## src/rtl/fifo_consumer.sv

```systemverilog
// Read-side drain stage for an async FIFO: pops words into a small circular
// buffer that hides the FIFO read latency, then hands them downstream on valid/ready.
module fifo_consumer #(
  parameter int DATA_WIDTH = 32,
  parameter int BUF_DEPTH  = 4,
  parameter int CNT_WIDTH  = 16
) (
  input  logic                  r_clk,
  input  logic                  rrst,
  input  logic                  r_empty,
  input  logic [DATA_WIDTH-1:0] fifo_dout,
  output logic                  r_en,
  output logic [DATA_WIDTH-1:0] out_data,
  output logic                  out_valid,
  input  logic                  out_ready,
  output logic [CNT_WIDTH-1:0]  rd_count
);

  localparam int PTR_W = (BUF_DEPTH > 1) ? $clog2(BUF_DEPTH) : 1;
  localparam int OCC_W = PTR_W + 1;
  localparam logic [OCC_W:0] DEPTH_L = (OCC_W + 1)'(BUF_DEPTH);

  logic [DATA_WIDTH-1:0] buf_mem [BUF_DEPTH];
  logic [PTR_W-1:0]      wr_ptr_reg;
  logic [PTR_W-1:0]      rd_ptr_reg;
  logic [OCC_W-1:0]      occ_reg;
  logic [OCC_W-1:0]      occ_next;
  logic                  inflight_reg;
  logic [CNT_WIDTH-1:0]  rd_count_reg;
  logic                  capture;
  logic                  pop;
  logic [OCC_W:0]        committed;

  // Words already held plus the one the FIFO is still returning; issuing only
  // while this is below the depth guarantees every returned word has a slot.
  assign committed = {1'b0, occ_reg} + {{OCC_W{1'b0}}, inflight_reg};
  assign r_en      = !rrst && !r_empty && (committed < DEPTH_L);

  assign capture   = inflight_reg;
  assign out_valid = (occ_reg != '0);
  assign pop       = out_valid && out_ready;
  assign out_data  = out_valid ? buf_mem[rd_ptr_reg] : '0;
  assign rd_count  = rd_count_reg;

  always_comb begin
    occ_next = occ_reg;
    case ({capture, pop})
      2'b10:   occ_next = occ_reg + OCC_W'(1);
      2'b01:   occ_next = occ_reg - OCC_W'(1);
      default: occ_next = occ_reg;
    endcase
  end

  always_ff @(posedge r_clk) begin
    if (rrst) begin
      occ_reg      <= '0;
      inflight_reg <= 1'b0;
      wr_ptr_reg   <= '0;
      rd_ptr_reg   <= '0;
      rd_count_reg <= '0;
    end else begin
      occ_reg      <= occ_next;
      inflight_reg <= r_en;
      if (capture) begin
        wr_ptr_reg <= wr_ptr_reg + PTR_W'(1);
      end
      if (pop) begin
        rd_ptr_reg   <= rd_ptr_reg + PTR_W'(1);
        rd_count_reg <= rd_count_reg + CNT_WIDTH'(1);
      end
    end
  end

  // Storage needs no reset: out_data is masked while the buffer is empty.
  always_ff @(posedge r_clk) begin
    if (capture && !rrst) begin
      buf_mem[wr_ptr_reg] <= fifo_dout;
    end
  end

endmodule

```

## config.mk

```make
export PLATFORM = sky130hd
export DESIGN_NAME = fifo_consumer
export DESIGN_NICKNAME = d
export VERILOG_FILES = /design/src/rtl/fifo_consumer.sv
export SDC_FILE = /design/constraint.sdc
export NUM_CORES = 1
export LEC_CHECK = 0
export CAP_MARGIN = 15
export CORE_ASPECT_RATIO = 0.75
export CORE_MARGIN = 3
export CORE_UTILIZATION = 35
export CTS_CLUSTER_DIAMETER = 40
export CTS_CLUSTER_SIZE = 40
export DETAILED_ROUTE_END_ITERATION = 8
export GPL_TIMING_DRIVEN = 1
export HOLD_SLACK_MARGIN = 0.03
export PLACE_DENSITY = 0.56
export SKIP_CTS_REPAIR_TIMING = 1
export SYNTH_ARGS = -nofsm -noshare
export SYNTH_HDL_FRONTEND = slang
export SYNTH_SLANG_ARGS = --single-unit
```

## constraint.sdc

```tcl
create_clock -name r_clk -period 1.9 [get_ports r_clk]
set_input_delay 0.475 -clock r_clk [delete_from_list [all_inputs] [get_ports r_clk]]
set_output_delay 0.475 -clock r_clk [all_outputs]
set_load 0.005 [all_outputs]
```

==> results of run 1 <==
worst min-delay path, stage by stage (launching register included):
cell     delay, ns
dfxtp_1       0.33
nand2_1       0.06
a21oi_1       0.05
synthesized netlist by cell type (all sizes together) (4+ instances only):
cell,count
edfxtp,128
and2,36
mux4,32
dfxtp,26
nor2,20
inv,9
a21oi,8
buf,8
xor2,8
nand3,7
clkbuf,6
ha,6
xnor2,6
nand4,5
nand2,4
nor3,4
nor4,4
kinds of logic (layout without fill, tap and decap cells):
kind of cell / Yosys count / count (layout) / synth area share
AO/OA/AOI/OAI: 15 / 15 / 0.0178
XOR/XNOR: 14 / 14 / 0.0202
adder cells (fa/ha/maj): 7 / 7 / 0.0157
buffers and inverters: 23 / 202 / 0.0165
flip-flops: 154 / 154 / 0.721
multiplexers: 34 / 34 / 0.123
AND/OR/NAND/NOR: 90 / 90 / 0.0861
layout by cell type, fill, tap and decap left out, drive strengths merged:
cell type / n
a21bo: 2
a21oi: 8
a31o: 1
and2: 36
and2b: 1
and3: 2
and4: 1
buf: 90
bufinv: 2
clkbuf: 40
clkdlybuf4s50: 50
clkinv: 8
clkinvlp: 1
dfxtp: 26
dlymetal6s2s: 1
edfxtp: 128
fa: 1
ha: 6
inv: 10
mux2: 1
mux2i: 1
mux4: 32
nand2: 4
nand3: 7
nand3b: 2
nand4: 5
nor2: 20
nor3: 4
nor4: 4
nor4b: 1
o21ai: 2
o31ai: 2
or3: 2
or4: 1
xnor2: 6
xor2: 8
routing by layer:
metal | up-vias | global-route usage
met5 | - | 0
met4 | 0 | 0.0504
met1 | 1808 | 0.186
met3 | 17 | 0.0487
li1 | 1630 | -
met2 | 87 | 0.201
area by class of cell:
class                      instances  area, µm²
clock buffer                      20        437
clock inverter                    12        125
fill                            1353       7820
inverter                           9       36.3
multi-input combinational        160       1720
sequential                       154       4380
tap                              210        263
timing repair buffer             161       1680
path summary, 6_finish.rpt:
| check | depth (start not counted) | end | slack (ns) |
|---|---|---|---|
| hold reg to reg | 2 | rd_count[1] | 0.49 |
| setup / recovery | 6 | out_data[12] | -0.55 |
| hold / removal | 2 | rd_count[1] | 0.49 |
| setup reg to reg | 9 | occ_reg[2] | 0.07 |
power breakdown:
part           internal [mW]  switching, mW  total [mW]  leakage, nW
Combinational           2.39           1.34        3.74         1.42
Sequential              3.80          0.124        3.93         1.37
Clock                   1.92           1.27        3.19        0.273
Total                   8.12           2.74        10.9         3.06
==> results.sh, run 1 <==
export IMPL_outcome="finished with violations"
export IMPL_violations="setup timing"
export IMPL_path_class="flip-flop to output pin"
export IMPL_finalHoldViolations=0
export IMPL_netlist_area_um2=6060
export IMPL_grt_pass1_wl_um=19000
export IMPL_initial_core_util=0.368
export IMPL_r2r_start="occ_reg[0]"
export IMPL_wire_per_inst_um=17.7
export IMPL_routed_wl_um=12800
export IMPL_design_area_um2=8650
export IMPL_grt_antenna_before_repair=0
export IMPL_synth_area_leaders="edfxtp_1 (63%), mux4_2 (12%), dfxtp_1 (8.6%)"
export IMPL_largest_reg_flops=128
export IMPL_dp_hpwl_um=8250
export IMPL_gp_congestion=0.759
export IMPL_drt_initial_drc_count=174
export IMPL_h_tree_depth=4
export IMPL_wl_met1_um=5920
export IMPL_numCtsBuffers=17
export IMPL_synth_top_cell_by_area="edfxtp_1"
export IMPL_drv_slew=0
export IMPL_async_reset_ff_frac=0
export IMPL_grt_ovfl_total=0
export IMPL_synthToLayoutAreaGrowth_pct=42.7
export IMPL_ys_ff_latch=154
export IMPL_final_nets=546
export IMPL_dp_cells=657
export IMPL_clock_sinks=154
export IMPL_clk_pin_slew_ns=0.06
export IMPL_syn_area_per_cell_um2=18.0
export IMPL_whs_ns=0.494
export IMPL_utilization=0.525
export IMPL_hold_class="flip-flop to flip-flop"
export IMPL_yosysSeqAreaShare=0.721
export IMPL_worstHoldStart="rd_count[1]"
export IMPL_setup_viol=33
export IMPL_via_per_inst=4.88
export IMPL_dpl_worst_slack_ns=-0.565
export IMPL_num_vias=3542
export IMPL_finalClockSkew_ns=0.00566
export IMPL_die_w_um=158
export IMPL_grt_max_degree=25
export IMPL_critPathSlowestCell="mux4_2"
export IMPL_fmax_ghz=0.407
export IMPL_firstDrtPassIters=4
export IMPL_grt_pass1_vias=3509
export IMPL_top_layer_used="met4"
export IMPL_synth_top_cell_area_share=0.635
export IMPL_worst_pin_slew_ns=0.384
export IMPL_yosysUniqueCellTypes=37
export IMPL_path_max_fanout=5
export IMPL_root_buffer="clkbuf_16"
export IMPL_peakVddDrop_mv=0.694
export IMPL_crit_path_cell_trace="buf_12, buf_6, buf_6, mux4_2, and2_4, buf_6"
export IMPL_wl_met2_um=5960
export IMPL_dieArea_um2=18900
export IMPL_rsz0062_at_grt="yes"
export IMPL_finalCriticalPeriod_ns=2.45
export IMPL_antennaDiodeCount=0
export IMPL_rows=40
export IMPL_grtUsageTotal=0.137
export IMPL_final_antenna_net_count=0
export IMPL_portBuffers=85
export IMPL_synth_cells=337
export IMPL_max_cap_violations=0
export IMPL_slowest_delay_ns=0.48
export IMPL_slew_headroom=0.740
export IMPL_crit_path_start_kind="flip-flop"
export IMPL_cts_tree="done"
export IMPL_final_cell_count_no_fill=726
export IMPL_wl_met3_um=753
export IMPL_powerDensity_nw_per_um2=1260
export IMPL_arrival_ns=1.98
export IMPL_end_kind="output pin"
export IMPL_critPathTopFamily="multiplexers"
export IMPL_path_common_cell="buf_6"
export IMPL_setup_ws_ns=-0.554
export IMPL_finalSetupTns_ns=-15.38
export IMPL_die_y_um=120
export IMPL_synth_edf_count=128
export IMPL_clk_insertion_delay_late_ns=0.42
export IMPL_io_pins=86
export IMPL_synthFlopType="edfxtp_1"
export IMPL_cp_data_required_time_ns=1.42
export IMPL_p_leak_nw=3.06
export IMPL_cts_buffer_depth=2
export IMPL_post_route_period_util=1.29
export IMPL_crit_buf_inv=4
export IMPL_syn_nets=380
export IMPL_placed_cell_area_um2=7590
export IMPL_total_power_mw=10.9
export IMPL_core_area_um2=16500
export IMPL_drive_gt1_frac=0.450
export IMPL_synth_warning_count=0
export IMPL_drc=0
No activity file was read; power rests on OpenSTA's default activity.
==> run 2: changes to the inputs <==
Settings changed: CELL_PAD_IN_SITES_DETAIL_PLACEMENT set to 0, CELL_PAD_IN_SITES_GLOBAL_PLACEMENT set to 1, CTS_CLUSTER_DIAMETER 40 to not set, PLACE_DENSITY 0.56 to 0.64.
==> results.sh, run 2 (synthesized netlist as in run 1, its figures left out) <==
export IMPL_wire_per_inst_um=17.6
export IMPL_setup_ws_ns=-0.546
export IMPL_violations="setup timing"
export IMPL_grtUsageTotal=0.135
export IMPL_final_antenna_net_count=0
export IMPL_antennaDiodeCount=0
export IMPL_grt_max_degree=27
export IMPL_post_route_period_util=1.29
export IMPL_max_cap_violations=0
export IMPL_p_leak_nw=2.99
export IMPL_dieArea_um2=18900
export IMPL_hold_depth=5
export IMPL_crit_path_start_kind="flip-flop"
export IMPL_dp_cells=650
export IMPL_cp_data_required_time_ns=1.42
export IMPL_die_w_um=158
export IMPL_drc=0
export IMPL_die_y_um=120
export IMPL_cts_tree="done"
export IMPL_clk_pin_slew_ns=0.06
export IMPL_critPathTopFamily="multiplexers"
export IMPL_design_area_um2=8520
export IMPL_finalSetupTns_ns=-14.63
export IMPL_powerDensity_nw_per_um2=1280
export IMPL_gp_congestion=0.735
export IMPL_outcome="finished with violations"
export IMPL_finalClockSkew_ns=0.00675
export IMPL_synthToLayoutAreaGrowth_pct=40.7
export IMPL_dp_hpwl_um=7710
export IMPL_num_vias=3437
export IMPL_arrival_ns=1.97
export IMPL_h_tree_depth=4
export IMPL_path_common_cell="buf_6"
export IMPL_drive_gt1_frac=0.441
export IMPL_initial_core_util=0.368
export IMPL_crit_path_cell_trace="clkbuf_16, buf_6, buf_6, mux4_2, and2_4, buf_6"
export IMPL_worst_pin_slew_ns=0.334
export IMPL_path_class="flip-flop to output pin"
export IMPL_path_max_fanout=5
export IMPL_reg2reg_slack_ns=0.03
export IMPL_grt_pass1_vias=3393
export IMPL_numCtsBuffers=17
export IMPL_final_cell_mix="edfxtp_1 (128), clkdlybuf4s50_1 (50), buf_6 (38), mux4_2 (32), and2_4 (29)"
export IMPL_drt_initial_drc_count=175
export IMPL_setup_viol=32
export IMPL_drv_slew=0
export IMPL_finalHoldViolations=0
export IMPL_final_nets=533
export IMPL_r2r_cells=9
export IMPL_placed_cell_area_um2=7480
export IMPL_root_buffer="clkbuf_16"
export IMPL_finalCriticalPeriod_ns=2.45
export IMPL_layout_commonest_cell="edfxtp_1"
export IMPL_portBuffers=85
export IMPL_core_area_um2=16500
export IMPL_dpl_worst_slack_ns=-0.592
export IMPL_total_power_mw=10.9
export IMPL_largest_reg_flops=128
export IMPL_whs_ns=0.501
export IMPL_critPathSlowestCell="mux4_2"
export IMPL_final_cell_count_no_fill=713
export IMPL_end_kind="output pin"
export IMPL_crit_buf_inv=4
export IMPL_rsz0062_at_grt="yes"
export IMPL_clk_insertion_delay_late_ns=0.42
export IMPL_slew_headroom=0.774
export IMPL_fmax_ghz=0.409
export IMPL_io_pins=86
export IMPL_peakVddDrop_mv=0.584
export IMPL_grt_ovfl_total=0
export IMPL_fillerInstances=1365
export IMPL_rows=40
export IMPL_grt_pass1_wl_um=19100
export IMPL_via_per_inst=4.82
export IMPL_utilization=0.518
export IMPL_slowest_delay_ns=0.48
export IMPL_path_depth=6
export IMPL_routed_wl_um=12500
export IMPL_hold_class="input port to flip-flop"
export IMPL_grt_antenna_before_repair=1
export IMPL_firstDrtPassIters=4
export IMPL_clock_sinks=154
export IMPL_cts_buffer_depth=2
run 2: cell count changes in the layout (fill, tap and decap cells not counted), sizes merged:
cell and change:
buf -13, clkinv -6, clkbuf -1, clkinvlp +4, bufinv +1, inv +2
run 2: final timing paths:
path                from          end
min reg2reg  rd_count[1]  rd_count[1]
min            out_ready  rd_count[1]
max            flip-flop  out_data[6]
max reg2reg   occ_reg[0]   occ_reg[2]
run 2: cell type report:
| class | instances | area, µm² | share of cell area |
|---|---|---|---|
| flip-flops and latches | 154 | 4390 | 0.515 |
| clock buffers | 19 | 433 | 0.0508 |
| multi-input cells | 160 | 1720 | 0.202 |
| well taps | 210 | 263 | 0.0308 |
| clock inverters | 13 | 169 | 0.0198 |
| inverters | 9 | 41.3 | 0.00484 |
| repair buffers | 148 | 1510 | 0.177 |
run 2: power breakdown:
group | leakage, nW | switching (mW) | internal (mW)
logic | 1.34 | 1.32 | 2.28
registers | 1.37 | 0.116 | 3.80
clock network | 0.276 | 1.32 | 2.08
total | 2.99 | 2.76 | 8.16
run 2: worst min-delay path, cell delays in order:
cell and delay, ns:
dlymetal6s2s_1 0.16, o31ai_4 0.08, inv_2 0.05, nand2_1 0.06, a21oi_1 0.05
run 2: layer usage:
| metal | vias up | part of all wire | track usage |
|---|---|---|---|
| li1 | 1616 | - | - |
| met1 | 1728 | 0.48 | 0.190 |
| met2 | 73 | 0.46 | 0.197 |
| met3 | 18 | 0.048 | 0.0433 |
| met4 | 2 | 0.013 | 0.0472 |
| met5 | - | 0.00072 | 0 |
